$ cat config.mk
export PLATFORM = sky130hd
export DESIGN_NAME = dmac_ctrl_arb
export DESIGN_NICKNAME = d
export VERILOG_FILES = /design/src/rtl/dmac_pkg.sv /design/src/rtl/dmac_route_fifo.sv /design/src/rtl/dmac_ctrl_arb.sv
export SDC_FILE = /design/constraint.sdc
export NUM_CORES = 1
export LEC_CHECK = 0
export ABC_AREA = 1
export BUFFER_PORTS_ARGS = -buffer_cell sky130_fd_sc_hd__buf_2
export CAP_MARGIN = 20
export CORE_AREA = 4 4 133 135
export DETAILED_ROUTE_END_ITERATION = 8
export DIE_AREA = 0 0 137 139
export PLACE_DENSITY_LB_ADDON = 0.12
export SETUP_SLACK_MARGIN = 0.2
export SYNTH_ARGS = -nofsm -noshare
export SYNTH_HDL_FRONTEND = slang
export SYNTH_HIERARCHICAL = 1
export SYNTH_SLANG_ARGS = --single-unit
export TNS_END_PERCENT = 5
$ cat constraint.sdc
create_clock -name clk_i -period 4.1 [get_ports clk_i]
set_input_delay 1.23 -clock clk_i [delete_from_list [all_inputs] [get_ports clk_i]]
set_output_delay 1.23 -clock clk_i [all_outputs]
set_load 0.03 [all_outputs]
$ cat src/rtl/dmac_pkg.sv
// Shared definitions for the DMA control-port arbiter slice.
package dmac_pkg;

    // Default depth of the response route FIFO (outstanding transactions).
    localparam int MAX_OUTSTND_DEF = 4;

    // Width of a port index; a single port still needs one bit to index it.
    function automatic int port_idx_w(input int nb_ports);
        return (nb_ports > 1) ? $clog2(nb_ports) : 1;
    endfunction

endpackage

$ cat src/rtl/dmac_route_fifo.sv
// Route FIFO: remembers which slave port owns each granted-but-unanswered
// transaction so in-order responses can be steered back to it.
module dmac_route_fifo
    import dmac_pkg::*;
#(
    parameter int DEPTH = MAX_OUTSTND_DEF,
    parameter int WIDTH = 1,
    localparam int CW   = $clog2(DEPTH + 1)
) (
    input  logic             clk_i,
    input  logic             rst_i,
    input  logic             push_i,
    input  logic             pop_i,
    input  logic [WIDTH-1:0] din_i,
    output logic [WIDTH-1:0] dout_o,
    output logic             full_o,
    output logic             empty_o,
    output logic [CW-1:0]    count_o
);

    localparam int AW = $clog2(DEPTH);

    logic [WIDTH-1:0] mem_q [DEPTH];
    logic [AW-1:0]    wr_ptr_q;
    logic [AW-1:0]    rd_ptr_q;
    logic [CW-1:0]    count_q;
    logic             push_ok;
    logic             pop_ok;

    assign full_o  = (count_q == CW'(DEPTH));
    assign empty_o = (count_q == '0);
    assign count_o = count_q;
    assign dout_o  = mem_q[rd_ptr_q];

    // Overflow/underflow are refused here so the FIFO state can never corrupt.
    assign push_ok = push_i && !full_o;
    assign pop_ok  = pop_i && !empty_o;

    // Pointers wrap naturally because DEPTH is a power of two.
    // NOTE: sequential state uses non-blocking (<=) so every flop samples pre-edge values.
    always_ff @(posedge clk_i or posedge rst_i) begin
        if (rst_i) begin
            wr_ptr_q <= '0;
            rd_ptr_q <= '0;
            count_q  <= '0;
        end else begin
            if (push_ok) wr_ptr_q <= wr_ptr_q + AW'(1);
            if (pop_ok)  rd_ptr_q <= rd_ptr_q + AW'(1);
            case ({push_ok, pop_ok})
                2'b10:   count_q <= count_q + CW'(1);
                2'b01:   count_q <= count_q - CW'(1);
                default: count_q <= count_q;
            endcase
        end
    end

    // Storage array; entries are only read after being written.
    // NOTE: memory is not reset -- the pointers/count define validity, and an unreset array maps to plain RAM.
    always_ff @(posedge clk_i) begin
        if (push_ok) mem_q[wr_ptr_q] <= din_i;
    end

endmodule

$ cat src/rtl/dmac_ctrl_arb.sv
// Round-robin arbiter merging NB_PORTS control slave ports onto one DMA
// control target, with in-order response routing back to the requester.
module dmac_ctrl_arb
    import dmac_pkg::*;
#(
    parameter int NB_PORTS    = 2,
    parameter int ADDR_WIDTH  = 32,
    parameter int DATA_WIDTH  = 32,
    parameter int ID_WIDTH    = 5,
    parameter int MAX_OUTSTND = MAX_OUTSTND_DEF,
    localparam int BE_WIDTH   = DATA_WIDTH / 8,
    localparam int CNT_WIDTH  = $clog2(MAX_OUTSTND + 1)
) (
    input  logic                                clk_i,
    input  logic                                rst_i,
    input  logic [NB_PORTS-1:0]                 s_req_i,
    input  logic [NB_PORTS-1:0]                 s_wen_i,
    input  logic [NB_PORTS-1:0][ADDR_WIDTH-1:0] s_add_i,
    input  logic [NB_PORTS-1:0][DATA_WIDTH-1:0] s_wdata_i,
    input  logic [NB_PORTS-1:0][BE_WIDTH-1:0]   s_be_i,
    input  logic [NB_PORTS-1:0][ID_WIDTH-1:0]   s_id_i,
    output logic [NB_PORTS-1:0]                 s_gnt_o,
    output logic [NB_PORTS-1:0]                 s_r_valid_o,
    output logic [NB_PORTS-1:0][DATA_WIDTH-1:0] s_r_rdata_o,
    output logic [NB_PORTS-1:0][ID_WIDTH-1:0]   s_r_id_o,
    output logic                                m_req_o,
    output logic                                m_wen_o,
    output logic [ADDR_WIDTH-1:0]               m_add_o,
    output logic [DATA_WIDTH-1:0]               m_wdata_o,
    output logic [BE_WIDTH-1:0]                 m_be_o,
    output logic [ID_WIDTH-1:0]                 m_id_o,
    input  logic                                m_gnt_i,
    input  logic                                m_r_valid_i,
    input  logic [DATA_WIDTH-1:0]               m_r_rdata_i,
    input  logic [ID_WIDTH-1:0]                 m_r_id_i,
    output logic [CNT_WIDTH-1:0]                outstnd_o,
    output logic                                err_o
);

    localparam int PW = port_idx_w(NB_PORTS);

    logic [PW-1:0] rr_q;
    logic [PW-1:0] winner;
    logic [PW-1:0] route_head;
    logic          fifo_full;
    logic          fifo_empty;
    logic          grant;
    logic          pop;
    logic          err_q;
    int            idx;
    logic          found;

    // Round-robin search: first requester at or after rr_q, wrapping modulo NB_PORTS.
    // NOTE: every always_comb output gets a default first, so no path can infer a latch.
    always_comb begin
        winner = '0;
        found  = 1'b0;
        idx    = 0;
        for (int i = 0; i < NB_PORTS; i++) begin
            idx = (int'(rr_q) + i) % NB_PORTS;
            if (!found && s_req_i[PW'(idx)]) begin
                found  = 1'b1;
                winner = PW'(idx);
            end
        end
    end

    // fifo_full is registered, so a same-cycle response cannot reopen the request path.
    assign m_req_o = (|s_req_i) && !fifo_full && !rst_i;
    assign grant   = m_req_o && m_gnt_i;
    assign pop     = m_r_valid_i && !fifo_empty && !rst_i;
    assign err_o   = err_q;

    // Forward the winner's payload with no added latency; zero when idle.
    always_comb begin
        m_wen_o   = 1'b0;
        m_add_o   = '0;
        m_wdata_o = '0;
        m_be_o    = '0;
        m_id_o    = '0;
        s_gnt_o   = '0;
        if (m_req_o) begin
            m_wen_o   = s_wen_i[winner];
            m_add_o   = s_add_i[winner];
            m_wdata_o = s_wdata_i[winner];
            m_be_o    = s_be_i[winner];
            m_id_o    = s_id_i[winner];
        end
        if (grant) s_gnt_o[winner] = 1'b1;
    end

    // Steer the in-order response to the port at the head of the route FIFO.
    always_comb begin
        s_r_valid_o = '0;
        s_r_rdata_o = '0;
        s_r_id_o    = '0;
        if (pop) begin
            s_r_valid_o[route_head] = 1'b1;
            s_r_rdata_o[route_head] = m_r_rdata_i;
            s_r_id_o[route_head]    = m_r_id_i;
        end
    end

    // Advance the round-robin pointer past each granted port.
    always_ff @(posedge clk_i or posedge rst_i) begin
        if (rst_i) begin
            rr_q <= '0;
        end else if (grant) begin
            rr_q <= (winner == PW'(NB_PORTS - 1)) ? '0 : winner + PW'(1);
        end
    end

    // Sticky error: a response arrived with no transaction to route it to.
    always_ff @(posedge clk_i or posedge rst_i) begin
        if (rst_i) begin
            err_q <= 1'b0;
        end else if (m_r_valid_i && fifo_empty) begin
            err_q <= 1'b1;
        end
    end

    dmac_route_fifo #(
        .DEPTH (MAX_OUTSTND),
        .WIDTH (PW)
    ) u_route_fifo (
        .clk_i   (clk_i),
        .rst_i   (rst_i),
        .push_i  (grant),
        .pop_i   (pop),
        .din_i   (winner),
        .dout_o  (route_head),
        .full_o  (fifo_full),
        .empty_o (fifo_empty),
        .count_o (outstnd_o)
    );

endmodule

**Word-level counts from Yosys, hierarchy flattened**

Memory sizes are Yosys's and may differ from the RTL's.
Index checks and enable logic that the tools add are counted.

- Memories kept: 1
- Bits in writable memories: 4
- Memory bits (read-only): 0
- Word-level logic and storage cells: 79
- Register bits: 9
- Latch bits: 0

Memories:

| memory | depth | bits a word | read ports | clocked after memory_dff | wr ports | RTL line | text |
|---|---|---|---|---|---|---|---|
| u_route_fifo.mem_q | 4 | 1 | 1 | 0 | 1 | dmac_route_fifo.sv:23 | `logic [WIDTH-1:0] mem_q [DEPTH];` |

- $lt $le $gt $ge: 6
- Bitwise logic cells: 2
- Equality and inequality tests: 3
- Muxes and demuxes: 38
- Shifts and indexed selects: 0
- $mul: 0
- Divide/modulo/power cells: 0
- Reduce and logical (&&, ||, !) cells: 18
- Add/sub/neg operators: 6

Operator list:

| operator | count |
|---|---|
| $mux W32 | 7 |
| $and A64 B64 Y64 | 1 |
| $mux W64 | 1 |
| $demux W32 S1 | 1 |
| $mux W5 | 4 |
| $mux W1 | 15 |
| $mux W4 | 3 |
| $logic_and A1 B1 Y1 | 11 |
| $and A10 B10 Y10 | 1 |
| $mux W10 | 1 |
| $lt A1 B3 Y1 const B | 2 |
| $pmux W3 S2 | 1 |
| $demux W5 S1 | 1 |
| $add A2 B1 Y2 const B | 2 |
| $logic_not A1 Y1 | 4 |
| $lt A1 B2 Y1 const B | 2 |
| $mux W2 | 2 |
| $add A3 B1 Y3 const B | 1 |
| $eq A3 B3 Y1 const B | 1 |
| $logic_not A3 Y1 | 1 |
| $sub A3 B1 Y3 const B | 1 |
| $add A1 B1 Y1 const B | 2 |
| $demux W1 S1 | 2 |
| $eq A2 B1 Y1 const B | 1 |
| other kinds (4) | 5 |

**Depth between registers and ports, before layout**

Gate-level depths: netlist (run 1).

- Depth after elaboration: 12
- Depth in mapped cells: 15
- Gate-level depth less buffers: 15

**By module**

Netlist (run 1), hierarchy kept.

By module, submodules not included:

| module | area each (µm²) | cells an instance | times used |
|---|---|---|---|
| dmac_ctrl_arb | 2372.3 | 539 | 1 |
| dmac_route_fifo | 673.1 | 74 | 1 |

**Worst setup path after synthesis (run 1)**

No wires, ideal clock.

- Path type: input to output
- Start point: input port rst_i
- End point: output port s_r_rdata_o[10] (netlist name)
- Data required time: 2870 ps
- Path buffers: 1
- Stages: 4
- Arrival time: 2197 ps
- Path slack: 673 ps
- Cells stage by stage: nor3_4 -> nand2_2 -> clkbuf_1 -> nor2_1

RTL lines:

| item | RTL line | text |
|---|---|---|
| start, declared | dmac_ctrl_arb.sv:15 | `input logic rst_i,` |
| end, declared | dmac_ctrl_arb.sv:24 | `output logic [NB_PORTS-1:0][DATA_WIDTH-1:0] s_r_rdata_o,` |

**Worst setup path in the final report (run 1)**

- Start point: input port rst_i
- End point: output port m_id_o[1]

- Longest elaborated chain between the ends: 3

Ends and longest elaborated chain:

| item | RTL line | text |
|---|---|---|
| $logic_not A1 Y1 (no source line) | -- |  |
| $logic_and A1 B1 Y1 | dmac_ctrl_arb.sv:69 | `assign m_req_o = (\|s_req_i) && !fifo_full && !rst_i;` |
| $mux W5 | dmac_ctrl_arb.sv:82 | `if (m_req_o) begin` |
| end, declared | dmac_ctrl_arb.sv:31 | `output logic [ID_WIDTH-1:0] m_id_o,` |

Every way passes these cells.

==> results of run 1 <==
worst max-delay path: cells and delay by family:
kind / cells / cell delay, ns
buffers and inverters: 4 / 0.60
and+or+nand+nor: 3 / 0.64
placed cells by master, fill, tap and decap left out:
cell type  count
buf_2        347
nand2_1      314
inv_1        139
nor2_1        37
nor2_2        34
buf_4         12
nor2_4         9
dfrtp_1        9
nand2_2        8
nand3_1        6
buf_12         6
ha_1           5
edfxtp_1       4
inv_2          3
clkbuf_16      3
nand4_1        2
o211ai_1       2
diode_2        1
o21bai_1       1
nor3_4         1
and2_2         1
clkbuf_1       1
nand3_2        1
nand3_4        1
nand2_8        1
xnor2_1        1
o21ai_0        1
fa_1           1
logic make-up after synthesis:
kind of cell,synth area share [%]
simple gates,58.8
buf+inv,25.9
flops,11.3
compound gates,0.904
xor+xnor,0.288
fa+ha+maj,2.71
report_power, final:
group,internal (mW),switching (mW),total (mW)
sequential,0.180,0.0436,0.223
clock,0.131,0.0561,0.188
combinational,0.515,1.16,1.67
total,0.826,1.26,2.08
per-stage QoR:
step	util (%)	cells	hold slack, ns	setup slack, ns
finish	30.9	1171	0.477	0.374
global route	30.9	1171	0.516	0.221
CTS	30.9	1170	0.486	0.296
detailed placement	30.5	1166	0.473	0.300
global placement	30.5	1166	0.462	0.316
floorplan	-	613	0.442	0.673
metal layers:
layer	share of wire (%)	vias up	wire length [um]
met4	0.91	2	137
met2	54	196	8170
li1	-	2369	-
met3	8.9	11	1340
met1	36	1815	5410
met5	0.046	-	7
path summary, 6_finish.rpt:
kind,end,slack (ns),start,cells after the start
max,m_id_o[1],0.37,rst_i,7
min,err_o,0.48,err_o,1
max reg2reg,u_route_fifo/count_o[2],1.91,u_route_fifo/count_o[2],13
min reg2reg,err_o,0.48,err_o,1
max in group asynchronous,u_route_fifo/wr_ptr_q[1],2.89,rst_i,2
min in group asynchronous,err_o,0.90,rst_i,2
state kept, by name, indices dropped and copies added, names as in the netlist:
signal,count
u_route_fifo/rd_ptr_q,2
rr_q,1
u_route_fifo/wr_ptr_q,2
err_o,1
u_route_fifo/count_o,3
u_route_fifo/mem_q,4
layout make-up:
type	instances	area, sq um
inverter	142	533
antenna	1	2.50
timing repair buffer	365	1950
clock buffer	4	78.8
tap	220	275
sequential	13	345
fill	1967	11400
multi-input combinational	426	1910
==> results.toml, run 1 <==
[status]
outcome = "finished, final reports clean"

[route]
drt-initial-drc-count = 173
wl_per_cell_um = 12.9
num_vias = 4393
drc = 0
vias_per_cell = 3.75
totalWireLength_um = 15100
first_pass_iters = 4
ant_nets = 0

[pwr]
powerDensity_nw_per_um2 = 409
ir_drop_mv = 0.213
p_total_mw = 2.08
p_leak_nw = 3.95

[timing]
max_freq_ghz = 0.268
slew_violations = 0
final_hold_viol_count = 0
clock_skew_ns = 0.00105
fin_crit_ns = 3.73
finalCritPeriodShare_pct = 90.9
finalSetupViolations = 0
max-slew-margin-rel_pct = 59.3
rsz0062_at_grt = "false"
worst_pin_slew_ns = 0.610
finalSetupTns_ns = 0

[logic_synthesis]
ys_seq_area_share_pct = 11.3
yosysMostFrequentCell = "nand2_1"
synth_top_area_share_pct = 38.8
synth_nets = 810
synth_area_leader_cell = "nand2_1"
synth.area.top_cells = "nand2_1 39%, inv_1 17%, dfrtp_1 7.4%, nor2_2 7.0%, nor2_1 4.6%"
synth_flop_cell = "dfrtp_1"
synth_edf_count = 4
ys_async_sr_fraction_pct = 69.2
ys_warn_count = 6
synthesis.area_sq_um = 3050
ys_ff_latch = 13
synthCells = 613
ys_top_cells_by_count = "315 x nand2_1, 139 x inv_1, 37 x nor2_1"
syn_avg_cell_area_sq_um = 4.97
synth_cell_types = 27

[global_route]
overflow = 0
grt.busiest_layer = "met2"
met3_usage_pct = 2.65
use_met1_pct = 14.9
antenna_found_initial = 2
grt_use_total_pct = 14.3
grt_max_degree = 55
first_global_vias = 4082
grt_pass1_wl_um = 21800
use_met2_pct = 29.2

[floorplanning]
die_w_um = 137
pin_count = 348
initial_core_util_pct = 18.5
die_area_sq_um = 19000
rows = 47
core_area_sq_um = 16500
die_y_um = 139

[setup_path]
slowest_delay_ns = 0.43
cp_max_fo = 15
worst_ep_required_time_ns = 2.87
slowest_stage = "and2_2"
startpoint_type = "input pin"
crit_top_cell = "buf_2"
crit_type = "in2out"
crit_chain = "buf_2 -> nor2_2 -> and2_2 -> buf_4 -> nand2_1 -> inv_1 -> buf_2"
crit_arrival_ns = 2.50
end_kind = "primary output"

[clock_tree]
insertion_delay_ns = 0.24
cts_setup_buffers = 0
htreeDepth = 1
clockBufferDepth = 2
clkSinkCount = 13
ctsHoldBuffers = 0
cts_tree = "done"
root_buffer = "clkbuf_16"
cts_buffers = 3
path_clk_slew_ns = 0.05
ctsResizeCount = 0

[job]
drv_cap = 0

[cells_and_area]
final_area_sq_um = 5100
fin_nets = 1148
drive_above_1_share_pct = 44.9
area_delta_synth_final_pct = 67.3

[place]
place_congestion = 0.873
hpwl_um = 13100
portBuffers = 347
placed_cell_area_sq_um = 5010

[min_path]
hold_path.class = "reg2reg"
Note: power is estimated with default switching activity, not from simulation.
==> inputs of run 2 (changes only) <==
--- a/config.mk
+++ b/config.mk
@@ -8,10 +8,10 @@
 export ABC_AREA = 1
 export BUFFER_PORTS_ARGS = -buffer_cell sky130_fd_sc_hd__buf_2
 export CAP_MARGIN = 20
-export CORE_AREA = 4 4 133 135
+export CORE_AREA = 4 4 135 137
 export DETAILED_ROUTE_END_ITERATION = 8
-export DIE_AREA = 0 0 137 139
-export PLACE_DENSITY_LB_ADDON = 0.12
+export DIE_AREA = 0 0 139 141
+export PLACE_DENSITY = 0.46
 export SETUP_SLACK_MARGIN = 0.2
 export SYNTH_ARGS = -nofsm -noshare
 export SYNTH_HDL_FRONTEND = slang
==> constraint.sdc (replaced) <==
create_clock -name clk_i -period 3.7 [get_ports clk_i]
set_input_delay 1.11 -clock clk_i [delete_from_list [all_inputs] [get_ports clk_i]]
set_output_delay 1.11 -clock clk_i [all_outputs]
set_load 0.03 [all_outputs]
==> results.toml, run 2 (synthesis gave the netlist of run 1 again) <==
[status]
outcome = "finished, final reports clean"

[timing]
fin_crit_ns = 3.37
max-slew-margin-rel_pct = 76.5
worst_pin_slew_ns = 0.353
rsz0062_at_grt = "false"
finalCritPeriodShare_pct = 91.2
clock_skew_ns = 0.00270
max_freq_ghz = 0.296
setup_ws_ns = 0.327
slew_violations = 0
finalSetupTns_ns = 0
finalSetupViolations = 0
final_hold_viol_count = 0
whs_ns = 0.474

[place]
dp.cells = 1171
dp_worst_setup_slack_ns = 0.191
portBuffers = 347
placed_cell_area_sq_um = 5030
place_congestion = 0.837
hpwl_um = 11700

[clock_tree]
cts_buffers = 3
cts_tree = "done"
root_buffer = "clkbuf_16"
insertion_delay_ns = 0.24
clkSinkCount = 13
htreeDepth = 1
ctsResizeCount = 1
path_clk_slew_ns = 0.04
clockBufferDepth = 2
cts_setup_buffers = 0
ctsHoldBuffers = 0

[cells_and_area]
regMostFlops = "u_route_fifo/mem_q"
final_area_sq_um = 5120
fin_util_pct = 30.0
final_cells = 1176
mostFrequentLayoutCells = "347 x buf_2, 314 x nand2_1, 139 x inv_1, 37 x nor2_1, 34 x nor2_2"
fin_nets = 1148
largest_reg_flops = 4
final_common_cell = "buf_2"
area_delta_synth_final_pct = 68.0
drive_above_1_share_pct = 44.9

[route]
num_vias = 4417
drc = 0
first_pass_iters = 4
wl_per_cell_um = 11.6
vias_per_cell = 3.76
drt-initial-drc-count = 108
totalWireLength_um = 13600
ant_nets = 0

[floorplanning]
die_y_um = 141
pin_count = 348
die_w_um = 139
rows = 48
die_area_sq_um = 19600
initial_core_util_pct = 17.9
core_area_sq_um = 17100

[setup_path]
startpoint_type = "input pin"
end_kind = "primary output"
crit_type = "in2out"
worst-path-buf-inv = 4
crit_top_cell = "buf_2"
critPathTopFamily = "buffers and inverters"
slowest_delay_ns = 0.31
reg2reg_slack_ns = 1.52
crit_arrival_ns = 2.26
crit_chain = "buf_2 -> nor2_2 -> and2_4 -> buf_12 -> nand2_1 -> inv_1 -> buf_2"
worst_ep_required_time_ns = 2.59
cp_max_fo = 14
slowest_stage = "and2_4"

[pwr]
p_total_mw = 2.28
powerDensity_nw_per_um2 = 445
p_leak_nw = 3.96
ir_drop_mv = 0.213

[global_route]
grt_pass1_wl_um = 21200
grt_use_total_pct = 12.8
grt_max_degree = 77
overflow = 0
antenna_found_initial = 2
first_global_vias = 4165

[job]
drv_cap = 0

[min_path]
hold_path.class = "reg2reg"
==> run 2: changes by cell type in the layout (fill, tap and decap cells not counted) <==
cell	change
and2_2	-1
and2_4	+1
buf_12	+1
buf_4	-1
==> run 2: layout make-up <==
class	instances	area, sq um
Sequential cell	13	345
Fill cell	2019	11900
Clock buffer	4	78.8
Tap cell	225	282
Timing Repair Buffer	365	1960
Antenna cell	1	2.50
Inverter	142	533
Multi-Input combinational cell	426	1920
==> run 2: report_power, final <==
part           switching, mW  total (mW)  internal, mW
sequential            0.0456       0.245         0.199
clock                 0.0552       0.200         0.145
combinational           1.26        1.83         0.574
==> run 2: path summary, 6_finish.rpt <==
path / start / to / depth (start not counted)
min in group asynchronous: rst_i / rr_q / 2
max in group asynchronous: rst_i / u_route_fifo/count_o[0] / 2
worst max register to register: u_route_fifo/count_o[0] / u_route_fifo/count_o[2] / 14
worst min register to register: err_o / err_o / 1
worst min-delay path: err_o / err_o / 1
worst max-delay path: rst_i / m_wdata_o[0] / 7
==> run 2: metal layers <==
metal,global-route usage (%),part of all wire (%),up-vias
li1,-,-,2373
met1,15.0,39,1803
met2,23.3,50,214
met3,2.88,8.9,25
met4,3.71,2.2,2
met5,0,0.15,-
==> inputs of run 3 (changes only) <==
--- a/config.mk
+++ b/config.mk
@@ -9,6 +9,7 @@
 export BUFFER_PORTS_ARGS = -buffer_cell sky130_fd_sc_hd__buf_2
 export CAP_MARGIN = 20
 export CORE_AREA = 4 4 135 137
+export CTS_BUF_LIST = sky130_fd_sc_hd__clkbuf_8 sky130_fd_sc_hd__clkbuf_16
 export DETAILED_ROUTE_END_ITERATION = 8
 export DIE_AREA = 0 0 139 141
 export PLACE_DENSITY = 0.46
==> constraint.sdc (replaced) <==
create_clock -name clk_i -period 3.7 [get_ports clk_i]
set_input_delay 0.925 -clock clk_i [delete_from_list [all_inputs] [get_ports clk_i]]
set_output_delay 0.925 -clock clk_i [all_outputs]
set_load 0.03 [all_outputs]
==> results.toml, run 3 (synthesis gave the netlist of run 1 again) <==
[route]
totalWireLength_um = 13600
wl_per_cell_um = 11.6
first_pass_iters = 4
drt-initial-drc-count = 134
vias_per_cell = 3.69
ant_nets = 0
drc = 0
num_vias = 4319

[cells_and_area]
antenna_cells = 0
fin_nets = 1143
regMostFlops = "u_route_fifo/mem_q"
drive_above_1_share_pct = 44.7
final_common_cell = "buf_2"
mostFrequentLayoutCells = "347 x buf_2, 314 x nand2_1, 140 x inv_1, 37 x nor2_1, 34 x nor2_2"
final_area_sq_um = 5040
area_delta_synth_final_pct = 65.4
largest_reg_flops = 4

[timing]
finalSetupTns_ns = 0
finalCritPeriodShare_pct = 86.2
slew_violations = 0
worst_pin_slew_ns = 0.612
final_hold_viol_count = 0
fin_crit_ns = 3.19
max-slew-margin-rel_pct = 59.2
max_freq_ghz = 0.313
clock_skew_ns = 0.000522
finalSetupViolations = 0
whs_ns = 0.489
rsz0062_at_grt = "false"
setup_ws_ns = 0.510

[clock_tree]
cts_tree = "done"
cts_setup_buffers = 0
clockBufferDepth = 2
root_buffer = "clkbuf_16"
ctsHoldBuffers = 0
clkSinkCount = 13
htreeDepth = 1
cts_buffers = 3
path_clk_slew_ns = 0.04
insertion_delay_ns = 0.24
ctsResizeCount = 0

[global_route]
grt_pass1_wl_um = 20700
antenna_found_initial = 0
first_global_vias = 4064
overflow = 0
grt_use_total_pct = 12.7
grt_max_degree = 77

[setup_path]
worst_ep_required_time_ns = 2.77
end_kind = "primary output"
crit_arrival_ns = 2.27
startpoint_type = "input pin"
crit_type = "in2out"
cp_max_fo = 17

[place]
portBuffers = 347
place_congestion = 0.872
placed_cell_area_sq_um = 4960
hpwl_um = 11400
dp_worst_setup_slack_ns = 0.501

[floorplanning]
initial_core_util_pct = 17.9
rows = 48
die_w_um = 139
die_area_sq_um = 19600
pin_count = 348
core_area_sq_um = 17100
die_y_um = 141

[job]
drv_cap = 0

[min_path]
hold_path.class = "reg2reg"

[status]
outcome = "finished, final reports clean"

[pwr]
ir_drop_mv = 0.191
p_leak_nw = 3.92
p_total_mw = 2.24
powerDensity_nw_per_um2 = 445
-- run 3: cell count changes in the layout (fill, tap and decap cells not counted) --
| cell | delta |
|---|---|
| buf_12 | -3 |
| buf_4 | -2 |
| and2_2 | +1 |
| and2_4 | -1 |
| clkbuf_1 | -1 |
| diode_2 | -1 |
| inv_1 | +1 |
-- run 3: routing by layer --
metal	GRT usage, %	wire [um]	vias up
met5	0	0	-
met4	3.30	254	0
met3	2.68	1270	21
met2	23.7	6850	215
met1	14.6	5210	1727
li1	-	-	2356
-- run 3: stage by stage --
step,util (%),cells
floorplan,-,613
global placement,29.1,1166
detailed placement,29.1,1166
CTS,29.5,1170
global route,29.5,1170
finish,29.5,1170
-- run 3: final timing paths --
kind,from,endpoint,slack [ns],cells after the start
max in group asynchronous,rst_i,u_route_fifo/wr_ptr_q[1],2.79,2
worst max-delay path,rst_i,s_r_rdata_o[44],0.51,6
worst min register to register,err_o,err_o,0.49,1
worst min-delay path,err_o,err_o,0.49,1
worst max register to register,u_route_fifo/count_o[0],u_route_fifo/count_o[1],1.51,11
min in group asynchronous,rst_i,err_o,0.61,2
-- run 3: cell type report --
cell class / count / area [sq um]
fill: 2008 / 12000
multi-input combinational: 426 / 1910
timing repair buffer: 360 / 1880
inverter: 142 / 533
sequential: 13 / 345
tap: 225 / 282
clock buffer: 3 / 75.1
clock inverter: 1 / 3.75
-- run 3: critical path, cell delays in order --
cell	delay [ns]
buf_2	0.14
nor3_4	0.30
nand2_2	0.31
buf_4	0.29
nor2_1	0.09
buf_2	0.20
-- run 3: power breakdown --
group          internal (mW)  switching, mW  total (mW)
registers              0.199         0.0462       0.245
clock network          0.143         0.0600       0.203
logic                  0.543           1.25        1.79
